### config.mk
export PLATFORM = sky130hd
export DESIGN_NAME = board_material_eval
export DESIGN_NICKNAME = d
export VERILOG_FILES = /design/src/rtl/board_material_eval.sv
export SDC_FILE = /design/constraint.sdc
export NUM_CORES = 1
export LEC_CHECK = 0
export BUFFER_PORTS_ARGS = -buffer_cell sky130_fd_sc_hd__buf_4
export CAP_MARGIN = 10
export CELL_PAD_IN_SITES_DETAIL_PLACEMENT = 0
export CELL_PAD_IN_SITES_GLOBAL_PLACEMENT = 2
export CORE_ASPECT_RATIO = 1.4
export CORE_MARGIN = 4
export CORE_UTILIZATION = 35
export DETAILED_ROUTE_END_ITERATION = 8
export GPL_ROUTABILITY_DRIVEN = 0
export GPL_TIMING_DRIVEN = 1
export PLACE_DENSITY_LB_ADDON = 0.1
export REMOVE_ABC_BUFFERS = 1
export SETUP_SLACK_MARGIN = 0.4
export SLEW_MARGIN = 10
export SYNTH_ARGS = -nofsm -noshare
export SYNTH_HDL_FRONTEND = slang
export SYNTH_SLANG_ARGS = --single-unit
export TNS_END_PERCENT = 5
### constraint.sdc
create_clock -name system_ref_clk_clk -period 48.2 [get_ports system_ref_clk_clk]
set_input_delay 12.05 -clock system_ref_clk_clk [delete_from_list [all_inputs] [get_ports system_ref_clk_clk]]
set_output_delay 12.05 -clock system_ref_clk_clk [all_outputs]
set_load 0.05 [all_outputs]
### src/rtl/board_material_eval.sv
// board_material_eval
//   Polls a command mailbox in shared RAM through the s2_* port. When the go
//   bit (BASE+0 bit 31) is set, reads the 64-square board at BASE+1..BASE+8,
//   computes signed material balance and per-colour piece counts, writes the
//   score to BASE+9 and the status to BASE+10, then clears BASE+0.
//
//   Optional feature: define BOARD_EVAL_LEGALITY_EN to enable the king-count
//   and invalid-code checks that drive `error` and status bit 30.
//
// Parameters
//   BASE         mailbox word address (uses BASE..BASE+10)
//   RD_LAT       RAM read latency, 1 or 2
//   POLL_CYCLES  idle cycles between mailbox polls (>= 1)
//
// Ports
//   system_ref_clk_clk      clock
//   system_ref_reset_reset  synchronous active-high reset
//   s2_address/s2_chipselect/s2_clken/s2_write/s2_writedata/s2_byteenable
//                           RAM master outputs (registered)
//   s2_readdata             RAM read data, valid RD_LAT cycles after issue
//   busy                    high from go detection until done
//   done                    one-cycle pulse when an evaluation completes
//   score                   signed score of the last evaluation
//   error                   legality flag of the last evaluation
module board_material_eval #(
  parameter logic [11:0] BASE        = 12'h000,
  parameter int unsigned RD_LAT      = 1,
  parameter int unsigned POLL_CYCLES = 256
) (
  input  logic        system_ref_clk_clk,
  input  logic        system_ref_reset_reset,
  output logic [11:0] s2_address,
  output logic        s2_chipselect,
  output logic        s2_clken,
  output logic        s2_write,
  output logic [31:0] s2_writedata,
  output logic [3:0]  s2_byteenable,
  input  logic [31:0] s2_readdata,
  output logic        busy,
  output logic        done,
  output logic [31:0] score,
  output logic        error
);

  localparam int unsigned     PW          = (POLL_CYCLES > 1) ? $clog2(POLL_CYCLES) : 1;
  // IDLE spans exactly POLL_CYCLES cycles: reload with N-1, leave at 0.
  localparam logic [PW-1:0]   POLL_RELOAD = PW'(POLL_CYCLES - 1);
  localparam logic            LAT_LOAD    = (RD_LAT > 1);

  typedef enum logic [2:0] {
    S_IDLE, S_CMD_RD, S_CMD_WAIT, S_BRD_RD, S_DRAIN, S_WR_SCORE, S_WR_STATUS, S_CLR_CMD
  } state_e;

  state_e        state_q, state_d;
  logic [PW-1:0] poll_q, poll_d;
  logic          lat_q, lat_d;
  logic [2:0]    idx_q, idx_d, capn_q, capn_d;
  logic [1:0]    vld_q, vld_d;
  logic          cap;
  logic [31:0]   acc_q, acc_d, score_q, score_d;
  logic [7:0]    wcnt_q, wcnt_d, bcnt_q, bcnt_d, tag_q, tag_d;
  logic          busy_q, busy_d, done_q, done_d, err_q, err_d, legal_err;
  logic          cs_q, cs_d, wr_q, wr_d;
  logic [11:0]   addr_q, addr_d;
  logic [31:0]   wdata_q, wdata_d;
  logic [3:0]    be_q, be_d;

  logic [3:0]    nib;
  logic [31:0]   word_score;
  logic [3:0]    word_wcnt, word_bcnt;
`ifdef BOARD_EVAL_LEGALITY_EN
  logic [6:0]    wk_q, wk_d, bk_q, bk_d;
  logic          inv_q, inv_d;
  logic [3:0]    word_wk, word_bk;
  logic          word_inv;
`endif

  function automatic logic [31:0] piece_weight(input logic [2:0] t);
    case (t)
      3'd1:    piece_weight = 32'd100;
      3'd2:    piece_weight = 32'd320;
      3'd3:    piece_weight = 32'd330;
      3'd4:    piece_weight = 32'd500;
      3'd5:    piece_weight = 32'd900;
      default: piece_weight = 32'd0;
    endcase
  endfunction

  // Per-word evaluation of the captured board word (8 nibble lookups).
  always_comb begin
    nib        = '0;
    word_score = '0;
    word_wcnt  = '0;
    word_bcnt  = '0;
`ifdef BOARD_EVAL_LEGALITY_EN
    word_wk    = '0;
    word_bk    = '0;
    word_inv   = 1'b0;
`endif
    for (int unsigned n = 0; n < 8; n++) begin
      nib = s2_readdata[4*n +: 4];
      if (nib[3]) word_score = word_score - piece_weight(nib[2:0]);
      else        word_score = word_score + piece_weight(nib[2:0]);
      if (nib[2:0] != 3'd0 && nib[2:0] != 3'd7) begin
        if (nib[3]) word_bcnt = word_bcnt + 4'd1;
        else        word_wcnt = word_wcnt + 4'd1;
      end
`ifdef BOARD_EVAL_LEGALITY_EN
      if (nib[2:0] == 3'd6) begin
        if (nib[3]) word_bk = word_bk + 4'd1;
        else        word_wk = word_wk + 4'd1;
      end
      if (nib[2:0] == 3'd7) word_inv = 1'b1;
`endif
    end
  end

`ifdef BOARD_EVAL_LEGALITY_EN
  assign legal_err = (wk_q != 7'd1) || (bk_q != 7'd1) || inv_q;
`else
  assign legal_err = 1'b0;
`endif

  // Read data for a board issue arrives RD_LAT cycles later.
  assign cap = (RD_LAT > 1) ? vld_q[1] : vld_q[0];

  always_comb begin
    state_d = state_q;
    poll_d  = poll_q;
    lat_d   = lat_q;
    idx_d   = idx_q;
    capn_d  = capn_q;
    vld_d   = {vld_q[0], state_q == S_BRD_RD};
    acc_d   = acc_q;
    wcnt_d  = wcnt_q;
    bcnt_d  = bcnt_q;
    tag_d   = tag_q;
    busy_d  = busy_q;
    done_d  = 1'b0;
    score_d = score_q;
    err_d   = err_q;
    cs_d    = 1'b0;
    wr_d    = 1'b0;
    addr_d  = addr_q;
    wdata_d = wdata_q;
    be_d    = be_q;
`ifdef BOARD_EVAL_LEGALITY_EN
    wk_d    = wk_q;
    bk_d    = bk_q;
    inv_d   = inv_q;
`endif

    if (cap) begin
      acc_d  = acc_q + word_score;
      wcnt_d = wcnt_q + {4'd0, word_wcnt};
      bcnt_d = bcnt_q + {4'd0, word_bcnt};
      capn_d = capn_q + 3'd1;
`ifdef BOARD_EVAL_LEGALITY_EN
      wk_d   = wk_q + {3'd0, word_wk};
      bk_d   = bk_q + {3'd0, word_bk};
      inv_d  = inv_q | word_inv;
`endif
    end

    case (state_q)
      S_IDLE: begin
        if (poll_q == '0) state_d = S_CMD_RD;
        else              poll_d  = poll_q - 1'b1;
      end
      S_CMD_RD: begin
        state_d = S_CMD_WAIT;
        lat_d   = LAT_LOAD;
      end
      S_CMD_WAIT: begin
        if (lat_q) begin
          lat_d = 1'b0;
        end else if (s2_readdata[31]) begin
          tag_d   = s2_readdata[7:0];
          acc_d   = '0;
          wcnt_d  = '0;
          bcnt_d  = '0;
          capn_d  = '0;
          idx_d   = '0;
          busy_d  = 1'b1;
          state_d = S_BRD_RD;
`ifdef BOARD_EVAL_LEGALITY_EN
          wk_d    = '0;
          bk_d    = '0;
          inv_d   = 1'b0;
`endif
        end else begin
          state_d = S_IDLE;
          poll_d  = POLL_RELOAD;
        end
      end
      S_BRD_RD: begin
        if (idx_q == 3'd7) state_d = S_DRAIN;
        else               idx_d   = idx_q + 3'd1;
      end
      S_DRAIN: begin
        if (cap && capn_q == 3'd7) state_d = S_WR_SCORE;
      end
      S_WR_SCORE: begin
        score_d = acc_q;
        err_d   = legal_err;
        state_d = S_WR_STATUS;
      end
      S_WR_STATUS: state_d = S_CLR_CMD;
      S_CLR_CMD: begin
        state_d = S_IDLE;
        poll_d  = POLL_RELOAD;
        done_d  = 1'b1;
        busy_d  = 1'b0;
      end
      default: state_d = S_IDLE;
    endcase

    // Bus outputs are registered from the next state so they line up with
    // the state register; anything not driven here holds its last value.
    case (state_d)
      S_CMD_RD: begin
        cs_d   = 1'b1;
        addr_d = BASE;
        be_d   = '1;
      end
      S_BRD_RD: begin
        cs_d   = 1'b1;
        addr_d = BASE + 12'(idx_d) + 12'd1;
        be_d   = '1;
      end
      S_WR_SCORE: begin
        cs_d    = 1'b1;
        wr_d    = 1'b1;
        addr_d  = BASE + 12'd9;
        wdata_d = acc_d;
        be_d    = '1;
      end
      S_WR_STATUS: begin
        cs_d    = 1'b1;
        wr_d    = 1'b1;
        addr_d  = BASE + 12'd10;
        wdata_d = {1'b1, err_d, 6'b0, wcnt_q, bcnt_q, tag_q};
        be_d    = '1;
      end
      S_CLR_CMD: begin
        cs_d    = 1'b1;
        wr_d    = 1'b1;
        addr_d  = BASE;
        wdata_d = '0;
        be_d    = '1;
      end
      default: ;
    endcase
  end

  always_ff @(posedge system_ref_clk_clk) begin
    if (system_ref_reset_reset) begin
      state_q <= S_IDLE;
      poll_q  <= POLL_RELOAD;
      lat_q   <= 1'b0;
      idx_q   <= '0;
      capn_q  <= '0;
      vld_q   <= '0;
      acc_q   <= '0;
      wcnt_q  <= '0;
      bcnt_q  <= '0;
      tag_q   <= '0;
      busy_q  <= 1'b0;
      done_q  <= 1'b0;
      score_q <= '0;
      err_q   <= 1'b0;
      cs_q    <= 1'b0;
      wr_q    <= 1'b0;
      addr_q  <= '0;
      wdata_q <= '0;
      be_q    <= '0;
`ifdef BOARD_EVAL_LEGALITY_EN
      wk_q    <= '0;
      bk_q    <= '0;
      inv_q   <= 1'b0;
`endif
    end else begin
      state_q <= state_d;
      poll_q  <= poll_d;
      lat_q   <= lat_d;
      idx_q   <= idx_d;
      capn_q  <= capn_d;
      vld_q   <= vld_d;
      acc_q   <= acc_d;
      wcnt_q  <= wcnt_d;
      bcnt_q  <= bcnt_d;
      tag_q   <= tag_d;
      busy_q  <= busy_d;
      done_q  <= done_d;
      score_q <= score_d;
      err_q   <= err_d;
      cs_q    <= cs_d;
      wr_q    <= wr_d;
      addr_q  <= addr_d;
      wdata_q <= wdata_d;
      be_q    <= be_d;
`ifdef BOARD_EVAL_LEGALITY_EN
      wk_q    <= wk_d;
      bk_q    <= bk_d;
      inv_q   <= inv_d;
`endif
    end
  end

  assign s2_address    = addr_q;
  assign s2_chipselect = cs_q;
  assign s2_clken      = 1'b1;
  assign s2_write      = wr_q;
  assign s2_writedata  = wdata_q;
  assign s2_byteenable = be_q;
  assign busy          = busy_q;
  assign done          = done_q;
  assign score         = score_q;
  assign error         = err_q;

endmodule
# Yosys cells after proc, flatten, opt, wreduce, memory -nomap -nowiden
# Index checks and enable logic that the tools add are counted.
[totals]
output_inout_bits = 86
in_bits = 34
word_cells = 242
ff_bits = 156
[op_classes]
add_sub_neg = 36
n_reduce_logical = 29
eq_ne = 65
n_mux = 94
[op_table]
columns = ["operator", "count"]
rows = [
  ["2-to-1 mux 32 bit", 26],
  ["one-hot mux 10 bit (5 select lines)", 8],
  ["adder 32 bit", 8],
  ["subtractor 32 bit", 7],
  ["2-to-1 mux 4 bit", 28],
  ["one-hot mux 32 bit (3 select lines)", 1],
  ["equality test 3 bit, second input constant", 25],
  ["2-to-1 mux 8 bit", 8],
  ["equality test 3 x 2 -> 1 bit, second input constant", 19],
  ["adder 4 x 1 -> 4 bit, second input constant", 14],
  ["one-hot mux 12 bit (4 select lines)", 1],
  ["subtractor 1 x 32 -> 32 bit, first input constant", 1],
  ["equality test 3 x 1 -> 1 bit, second input constant", 10],
  ["nonzero test 3 bit", 10],
  ["2-to-1 mux 3 bit", 8],
  ["!= test 3 bit, second input constant", 8],
  ["one-hot mux 3 bit (8 select lines)", 1],
  ["one-hot mux 8 bit (3 select lines)", 1],
  ["adder 8 x 4 -> 8 bit", 2],
  ["logical AND 1 bit", 9],
  ["2-to-1 mux 1 bit", 9],
  ["logical NOT 8 bit", 1],
  ["subtractor 8 x 1 -> 8 bit, second input constant", 1],
  ["adder 3 x 1 -> 3 bit, second input constant", 2],
  ["other kinds (13)", 16],
]

# Logic depth before layout (Yosys ltp)
# Gate-level depths: netlist of the first run.
[logic_depth]
depth_word = 28
ltp_mapped = 74
depth_no_buf = 71

# Least setup slack after synthesis of the first run
# No wires, ideal clock.
[synth_timing]
path_kind = "in2reg"
start = "in s2_readdata[1]"
end = "reg wdata_q[31], in the netlist s2_writedata[31]"
t_required_ps = 48077
setup_time_ps = 123
slack_ps = 23865
stages = 68
arrival_ps = 24212
path_cell_list = "clkbuf_1 > inv_1 > ha_1 > clkbuf_1 > nor2_1 > mux2_2 > nand2_1 > o31ai_1 > ha_1 > o21ai_1 > a21boi_1 > nor2_1 > ha_1 > or3_1 > o22a_1 > a21o_1 > a21o_1 > xor2_1 > (+32 left out) > o311ai_0 > a31o_1 > and2_4 > nor2_1 > ha_1 > clkbuf_1 > a21o_1 > a21oi_1 > o21ai_1 > a21oi_1 > nor2_1 > a211o_1 > a221o_1 > a21oi_1 > xnor3_1 > nand2_1 > xor2_1 > o22ai_1"
[synth_between]
elab_chain_cells = 24
[synth_lines]
columns = ["item", "line_no", "text"]
rows = [
  ["from (decl)", "38", "input logic [31:0] s2_readdata,"],
  ["equality test 3 bit, or another cell as far along", "79", "case (t)"],
  ["one-hot mux 10 bit (5 select lines) *", "79", ""],
  ["2-to-1 mux 32 bit", "102", "if (nib[3]) word_score = word_score - piece_weight(nib[2:0]);"],
  ["subtractor 1 x 32 -> 32 bit", "102", ""],
  ["2-to-1 mux 32 bit *", "102", ""],
  ["adder 32 bit / subtractor 32 bit (equally long branches)", "103, 102", ""],
  ["2-to-1 mux 32 bit *", "102", ""],
  ["adder 32 bit / subtractor 32 bit (equally long branches)", "103, 102", ""],
  ["(+8 left out)", "--", ""],
  ["2-to-1 mux 32 bit *", "102", ""],
  ["adder 32 bit / subtractor 32 bit (equally long branches)", "103, 102", ""],
  ["2-to-1 mux 32 bit *", "102", ""],
  ["adder 32 bit *", "154", "acc_d = acc_q + word_score;"],
  ["2-to-1 mux 32 bit *", "153", "if (cap) begin"],
  ["2-to-1 mux 32 bit", "177", "end else if (s2_readdata[31]) begin"],
  ["2-to-1 mux 32 bit *", "165", "case (state_q)"],
  ["one-hot mux 32 bit (3 select lines) *", "220", "case (state_d)"],
  ["to (signal assigned)", "300", "wdata_q <= wdata_d;"],
  ["to (decl)", "65", "logic [31:0] wdata_q, wdata_d;"],
]
# Mark *: on every way between the ends. The rest lies on a longest branch, timed or not. The select of a mux whose other input is x is not followed.
# A chain may end at the register's enable or synchronous reset.

# Final worst setup path of the first run
# Same ends and word-level chain as after synthesis.

==> results_dict.tcl, run 1 <==
set metrics [dict create \
    status "complete, no violations" \
    arrival_ns 25.49 \
    ant_nets 0 \
    tns_ns 0 \
    crit_required_ns 48.48 \
    routed_wl_um 65400 \
    wl_per_cell_um 17.9 \
    grt-busiest-layer "met2" \
    rsz0062_at_grt "false" \
    synth_top_area_frac 0.180 \
    min_from "score[31]" \
    critPathBufInv 2 \
    n_antenna_cell 0 \
    final-setup-viol-count 0 \
    worst-path-max-fanout 13 \
    cts_buffers 17 \
    cts_tree "built" \
    path_delay_family "compound AO/OA/AOI/OAI gates" \
    synth_top_area_cell "ha_1" \
    tightestPinTransition_ns 1.07 \
    ys_ff_latch 148 \
    synthFlopType "dfxtp_1" \
    grt_use_met3 0.0110 \
    synth_edf_count 0 \
    syn_area_mm2 0.0205 \
    num_vias 19700 \
    drc 0 \
    cpMaxStageDelayCell "ha_1" \
    htreeDepth 4 \
    post-route-min-period_ns 25.21 \
    drv_slew 0 \
    stdcell_area_mm2 0.0224 \
    synth_area_leaders "ha_1 18%, dfxtp_1 14%, xnor2_1 8.5%, a21oi_1 7.8%, nand2_1 6.3%" \
    utilization 0.388 \
    clk_latency_ns 0.43 \
    grt_antenna_before_repair 1 \
    startpoint "s2_readdata[1]" \
    first_iter_violations 954 \
    dpl_cell_area_mm2 0.0218 \
    yosys.cell_types.count 91 \
    post-dp-hpwl_um 54900 \
    max_stage_delay_ns 0.46 \
    grt_use_met2 0.403 \
    grt_pass1_vias 19500 \
    max_freq_ghz 0.0397 \
    cts_setup_buffers 0 \
    worst_setup_path_start_kind "input pin" \
    dieHeight_um 295 \
    cts.repair.resized 0 \
    die-area_mm2 0.0627 \
    clk_path_buf_depth 2 \
    drv_cap 0 \
    synth.avg_cell_area_um2 7.15 \
    first_pass_iters 5 \
    r2r_start "acc_q[2]" \
    synthCells 2872 \
    endpoint_kind "flop" \
    cts.clk_slew.worst_paths_ns 0.06 \
    skew_ns 0.00927 \
    grt_pass1_wl_um 104000 \
    whs_ns 0.454 \
    grt_max_degree 65 \
    nets 3225 \
    slew-limit-headroom 0.280 \
    worstSetupPathType "in -> reg" \
    fillers 6247 \
    fin_crit_sh 0.523 \
    cts_sinks 148 \
    vias_per_cell 5.41 \
    hold_class "reg -> reg" \
    syn_to_final_growth_pct 9.26 \
    grt_overflow 0 \
    postCtsHoldBufs 0 \
    core_area_mm2 0.0578 \
    met1_usage 0.242 \
    async_flop_share 0 \
    clockRootBuffer "clkbuf_16" \
    start_util 0.356 \
    io_pins 120 \
    io_buffer_count 110 \
    fp.dieW_um 213 \
    synth_seq_area_share 0.144 \
    ys_warn_count 0 \
    drive_gt1_frac 0.0706 \
    hold_viol 0 \
    rows 104 \
    grt_usage 0.205 \
]
## kinds of logic (layout without fill, tap and decap cells)
kind of cell | after synthesis | after routing | synth area share
flip-flops | 148 | 148 | 0.144
other | 2 | 9 | 0.000366
AND/OR/NAND/NOR | 980 | 980 | 0.218
buffers and inverters | 270 | 296 | 0.0544
XOR/XNOR | 281 | 281 | 0.122
adder cells (fa/ha/maj) | 298 | 298 | 0.183
AO/OA/AOI/OAI | 851 | 851 | 0.258
multiplexers | 42 | 42 | 0.0212
## tightest hold or removal path: stages (launching register included)
cell     delay, ns
dfxtp_1       0.31
nand2_1       0.05
a21oi_1       0.05
## synthesized netlist by cell type, types with 20 or more instances
| cell type | number |
|---|---|
| ha_1 | 295 |
| o21ai_0 | 135 |
| o21bai_1 | 37 |
| nor2b_1 | 56 |
| a21o_1 | 79 |
| nand3_1 | 56 |
| and2_1 | 20 |
| nand2_1 | 343 |
| mux2i_1 | 30 |
| nor3_1 | 69 |
| o21ai_1 | 47 |
| a21oi_1 | 321 |
| clkbuf_1 | 101 |
| xor2_1 | 79 |
| nand2b_1 | 30 |
| xnor2_1 | 199 |
| dfxtp_1 | 148 |
| o21a_1 | 34 |
| and3_1 | 24 |
| a211oi_1 | 35 |
| nor2_1 | 284 |
| inv_1 | 144 |
## metrics by stage
stage          cells  worst slack, ns
2_1_floorplan   2755            24.38
5_1_grt         3647            21.76
3_5_place_dp    3616            22.59
4_1_cts         3647            23.01
3_3_place_gp    3616            22.78
6_report        3647            22.99
## final timing paths
check / to / slack [ns] / cells after the start
max: s2_writedata[31] / 22.99 / 65
min reg2reg: score[31] / 0.45 / 2
min: score[31] / 0.45 / 2
max reg2reg: acc_q[30] / 44.10 / 14
## placed cells by master (no fill, tap or decap), types with 69 or more instances in the layout
cell,netlist,layout
inv_1,144,144
xnor2_1,199,199
nor2_1,284,283
o21ai_0,135,135
ha_1,295,295
dfxtp_1,148,147
xor2_1,79,79
nor3_1,69,69
buf_4,13,119
a21oi_1,321,321
a21o_1,79,79
nand2_1,343,343
## layout make-up
class | instances | area (um^2) | area share
well taps | 742 | 928 | 0.0414
flip-flops and latches | 148 | 2960 | 0.132
clock buffers | 20 | 457 | 0.0203
repair buffers | 119 | 893 | 0.0398
inverters | 146 | 548 | 0.0244
clock inverters | 11 | 150 | 0.00669
multi-input cells | 2461 | 16500 | 0.735
## routing by layer
| metal | up-vias | part of all wire |
|---|---|---|
| li1 | 10200 | - |
| met1 | 9188 | 0.43 |
| met2 | 306 | 0.53 |
| met3 | 55 | 0.020 |
| met4 | 2 | 0.020 |
| met5 | - | 0.00020 |
## state kept, by name, indices dropped and copies added, names as in the netlist, 3 cells and up
name          count
score            32
s2_writedata     32
tag_q             8
state_q           3
capn_q            3
idx_q             3
s2_address        4
bcnt_q            8
acc_q            32
poll_q            8
wcnt_q            8
Power of run 1 is not shown: default switching activity piles up to over one toggle a cycle in this logic, so the estimate is an artifact.
==> run 2: changes to the inputs <==
Settings changed: CORE_UTILIZATION 35 to 33.
Clock period 48.2 ns to 20.9 ns, I/O delays scaled along.
==> results_dict.tcl, run 2 (synthesis results as in run 1) <==
set metrics [dict create \
    status "complete, no violations" \
    num_vias 19600 \
    max_stage_delay_ns 0.47 \
    hold_class "reg -> reg" \
    cts_buffers 17 \
    vias_per_cell 5.26 \
    final-setup-viol-count 0 \
    grt_pass1_wl_um 105000 \
    grt_max_degree 56 \
    crit_top_cell "a21oi_1" \
    endpoint_kind "flop" \
    hold_path_depth 2 \
    die-area_mm2 0.0664 \
    cts_tree "built" \
    layout_commonest_cell "nand2_1" \
    wl_per_cell_um 17.8 \
    tns_ns 0 \
    fin_crit_sh 0.883 \
    grt_usage 0.196 \
    io_pins 120 \
    worst_setup_path_start_kind "input pin" \
    utilization 0.364 \
    post-route-min-period_ns 18.46 \
    htreeDepth 4 \
    reg2reg_depth 14 \
    crit_required_ns 21.19 \
    setup_ws_ns 2.44 \
    first_iter_violations 951 \
    arrival_ns 18.75 \
    cts_setup_buffers 0 \
    hold_viol 0 \
    tightestPinTransition_ns 1.17 \
    cts.repair.resized 0 \
    grt_overflow 0 \
    nets 3226 \
    worst-path-max-fanout 13 \
    routed_wl_um 66500 \
    skew_ns 0.0135 \
    post-dp-hpwl_um 55800 \
    cts.clk_slew.worst_paths_ns 0.06 \
    clk_latency_ns 0.44 \
    cts_sinks 148 \
    syn_to_final_growth_pct 9.81 \
    postCtsHoldBufs 0 \
    slew-limit-headroom 0.211 \
    max_freq_ghz 0.0542 \
    drc 0 \
    rsz0062_at_grt "false" \
    clockRootBuffer "clkbuf_16" \
    grt_antenna_before_repair 0 \
    first_pass_iters 5 \
    rows 108 \
    worstSetupPathType "in -> reg" \
    grt_pass1_vias 19300 \
    io_buffer_count 110 \
    dieHeight_um 303 \
    drv_cap 0 \
    drv_slew 0 \
    ant_nets 0 \
    fillers 6737 \
    core_area_mm2 0.0619 \
    clk_path_buf_depth 2 \
    most-common-layout-cells "343 x nand2_1, 321 x a21oi_1, 295 x ha_1, 283 x nor2_1, 199 x xnor2_1" \
    cpMaxStageDelayCell "ha_1" \
    start_util 0.332 \
    fp.dieW_um 219 \
    place_ws_ns 1.95 \
    drive_gt1_frac 0.0712 \
    n_antenna_cell 0 \
]
## run 2: cell count changes in the layout (fill, tap and decap cells not counted)
cell and change:
clkbuf_8 -2, buf_4 +1, inv_6 -1, clkinv_2 +1
clkinv_4 +5, clkinvlp_4 -3, inv_8 +1
## run 2: path summary, 6_finish.rpt
kind                                      from               end  slack (ns)
worst min-delay path                  acc_q[0]          acc_q[0]        0.45
worst max-delay path            s2_readdata[1]  s2_writedata[31]        2.44
worst min register to register        acc_q[0]          acc_q[0]        0.45
worst max register to register        acc_q[2]         acc_q[30]       16.76
## run 2: cell type report
class | count | area (um^2) | area share
Sequential cell | 148 | 2960 | 0.131
Inverter | 146 | 548 | 0.0243
Multi-Input combinational cell | 2461 | 16500 | 0.732
Clock inverter | 14 | 179 | 0.00793
Timing Repair Buffer | 120 | 901 | 0.0399
Tap cell | 825 | 1030 | 0.0458
Clock buffer | 18 | 429 | 0.0190
## run 2: metal layers
metal / routed length, um / track usage
met1: 28500 / 0.228
met2: 35600 / 0.388
met3: 1100 / 0.00959
met4: 1240 / 0.0461
met5: 0 / 0
## run 2: critical path: cells and delay by family
| kind | cells | cell delay, ns |
|---|---|---|
| compound gates | 31 | 6.02 |
| xor+xnor | 7 | 1.42 |
| fa+ha+maj | 9 | 3.22 |
| buf+inv | 3 | 0.32 |
| mux | 1 | 0.27 |
| simple gates | 17 | 2.23 |
## run 2: through the flow
stage,cell area (um^2),std cells,hold slack (ns)
global route,22600,3732,0.476
global placement,21900,3700,0.435
finish,22600,3732,0.453
floorplan,20000,2755,0.422
CTS,22600,3732,0.451
detailed placement,21900,3700,0.441
Power of run 2 is left out for the same reason.
==> run 3: changes to the inputs <==
Settings changed: CTS_BUF_LIST from default to sky130_fd_sc_hd__clkbuf_16.
==> results_dict.tcl, run 3 (synthesis results as in run 1) <==
set metrics [dict create \
    status "complete, no violations" \
    grt_max_degree 56 \
    cts_buffers 17 \
    crit_top_cell "a21oi_1" \
    skew_ns 0.0126 \
    drive_gt1_frac 0.0712 \
    rsz0062_at_grt "false" \
    cts.repair.resized 0 \
    hold_class "reg -> reg" \
    endpoint_kind "flop" \
    first_pass_iters 6 \
    arrival_ns 18.75 \
    rows 108 \
    clk_latency_ns 0.44 \
    path_delay_family "compound AO/OA/AOI/OAI gates" \
    cts_tree "built" \
    ant_nets 0 \
    grt_antenna_before_repair 0 \
    io_pins 120 \
    cts.clk_slew.worst_paths_ns 0.06 \
    r2r_slack_ns 16.77 \
    hold_viol 0 \
    worst-path-max-fanout 13 \
    max_freq_ghz 0.0542 \
    cts_sinks 148 \
    grt_pass1_vias 19300 \
    place_ws_ns 1.95 \
    met2_length_um 35600 \
    post-route-min-period_ns 18.45 \
    nets 3226 \
    rr_endpoint "acc_q[30]" \
    met3_length_um 1150 \
    highest_layer "met4" \
    worstSetupPathType "in -> reg" \
    drc 0 \
    grt_overflow 0 \
    syn_to_final_growth_pct 9.81 \
    cpMaxStageDelayCell "ha_1" \
    tns_ns 0 \
    grt_pass1_wl_um 105000 \
    n_antenna_cell 0 \
    clockRootBuffer "clkbuf_16" \
    core_area_mm2 0.0619 \
    routed_wl_um 66400 \
    tightestPinTransition_ns 1.18 \
    r2r_start "acc_q[2]" \
    final-setup-viol-count 0 \
    setup_ws_ns 2.45 \
    hold_end "acc_q[0]" \
    num_vias 19600 \
    cts_setup_buffers 0 \
    first_iter_violations 927 \
    drv_cap 0 \
    startpoint "s2_readdata[1]" \
    fillers 6737 \
    die-area_mm2 0.0664 \
    fp.dieW_um 219 \
    htreeDepth 4 \
    reg2reg_depth 14 \
    dieHeight_um 303 \
    io_buffer_count 110 \
    critPathBufInv 2 \
    most-common-layout-cells "343 x nand2_1, 321 x a21oi_1, 295 x ha_1, 283 x nor2_1, 199 x xnor2_1" \
    vias_per_cell 5.25 \
    drt-met1-wl_um 28500 \
    min_from "acc_q[0]" \
    grt_usage 0.196 \
    start_util 0.332 \
    max_stage_delay_ns 0.47 \
    hold_path_depth 2 \
    crit_required_ns 21.19 \
    slew-limit-headroom 0.205 \
    worst_setup_path_start_kind "input pin" \
    drv_slew 0 \
    post-dp-hpwl_um 55800 \
    fin_crit_sh 0.883 \
    wl_per_cell_um 17.8 \
    layout_commonest_cell "nand2_1" \
    clk_path_buf_depth 2 \
    postCtsHoldBufs 0 \
]
run 3: cell types whose count changed in the layout (fill, tap and decap cells not counted):
cell	change
clkbuf_1	-1
inv_1	+1
run 3: metrics by stage:
step	util	instance area (um^2)	hold WS (ns)	cells
after global routing	0.364	22600	0.476	3732
after global placement	0.355	21900	0.435	3700
final	0.364	22600	0.453	3732
after CTS	0.364	22600	0.451	3732
after detailed placement	0.355	21900	0.441	3700
after floorplan	-	20000	0.422	2755
run 3: final cells by class:
class	count	area, um^2	area share
clock buffer	17	425	0.0189
clock inverter	15	183	0.00810
inverter	146	548	0.0243
multi-input combinational	2461	16500	0.732
sequential	148	2960	0.131
tap	825	1030	0.0458
timing repair buffer	120	901	0.0399
run 3: how the worst max path moves through the flow:
stage                            end  cells past startpoint
floorplan           s2_writedata[31]                     65
global placement    s2_writedata[31]                     69
detailed placement  s2_writedata[31]                     68
CTS                 s2_writedata[31]                     68
global route        s2_writedata[31]                     68
finish              s2_writedata[31]                     69
run 3: per-layer routing:
metal  track usage  up-vias
met5             0        -
met4        0.0461        0
met3       0.00959       57
met2         0.388      255
met1         0.228     9108
li1              -    10200
run 3: worst min-delay path, delay by kind of cell (launching register included):
kind	cells	cell delay (ns)
buffers and inverters	1	0.05
and+or+nand+nor	1	0.03
DFF	1	0.33
Power of run 3 is left out for the same reason.
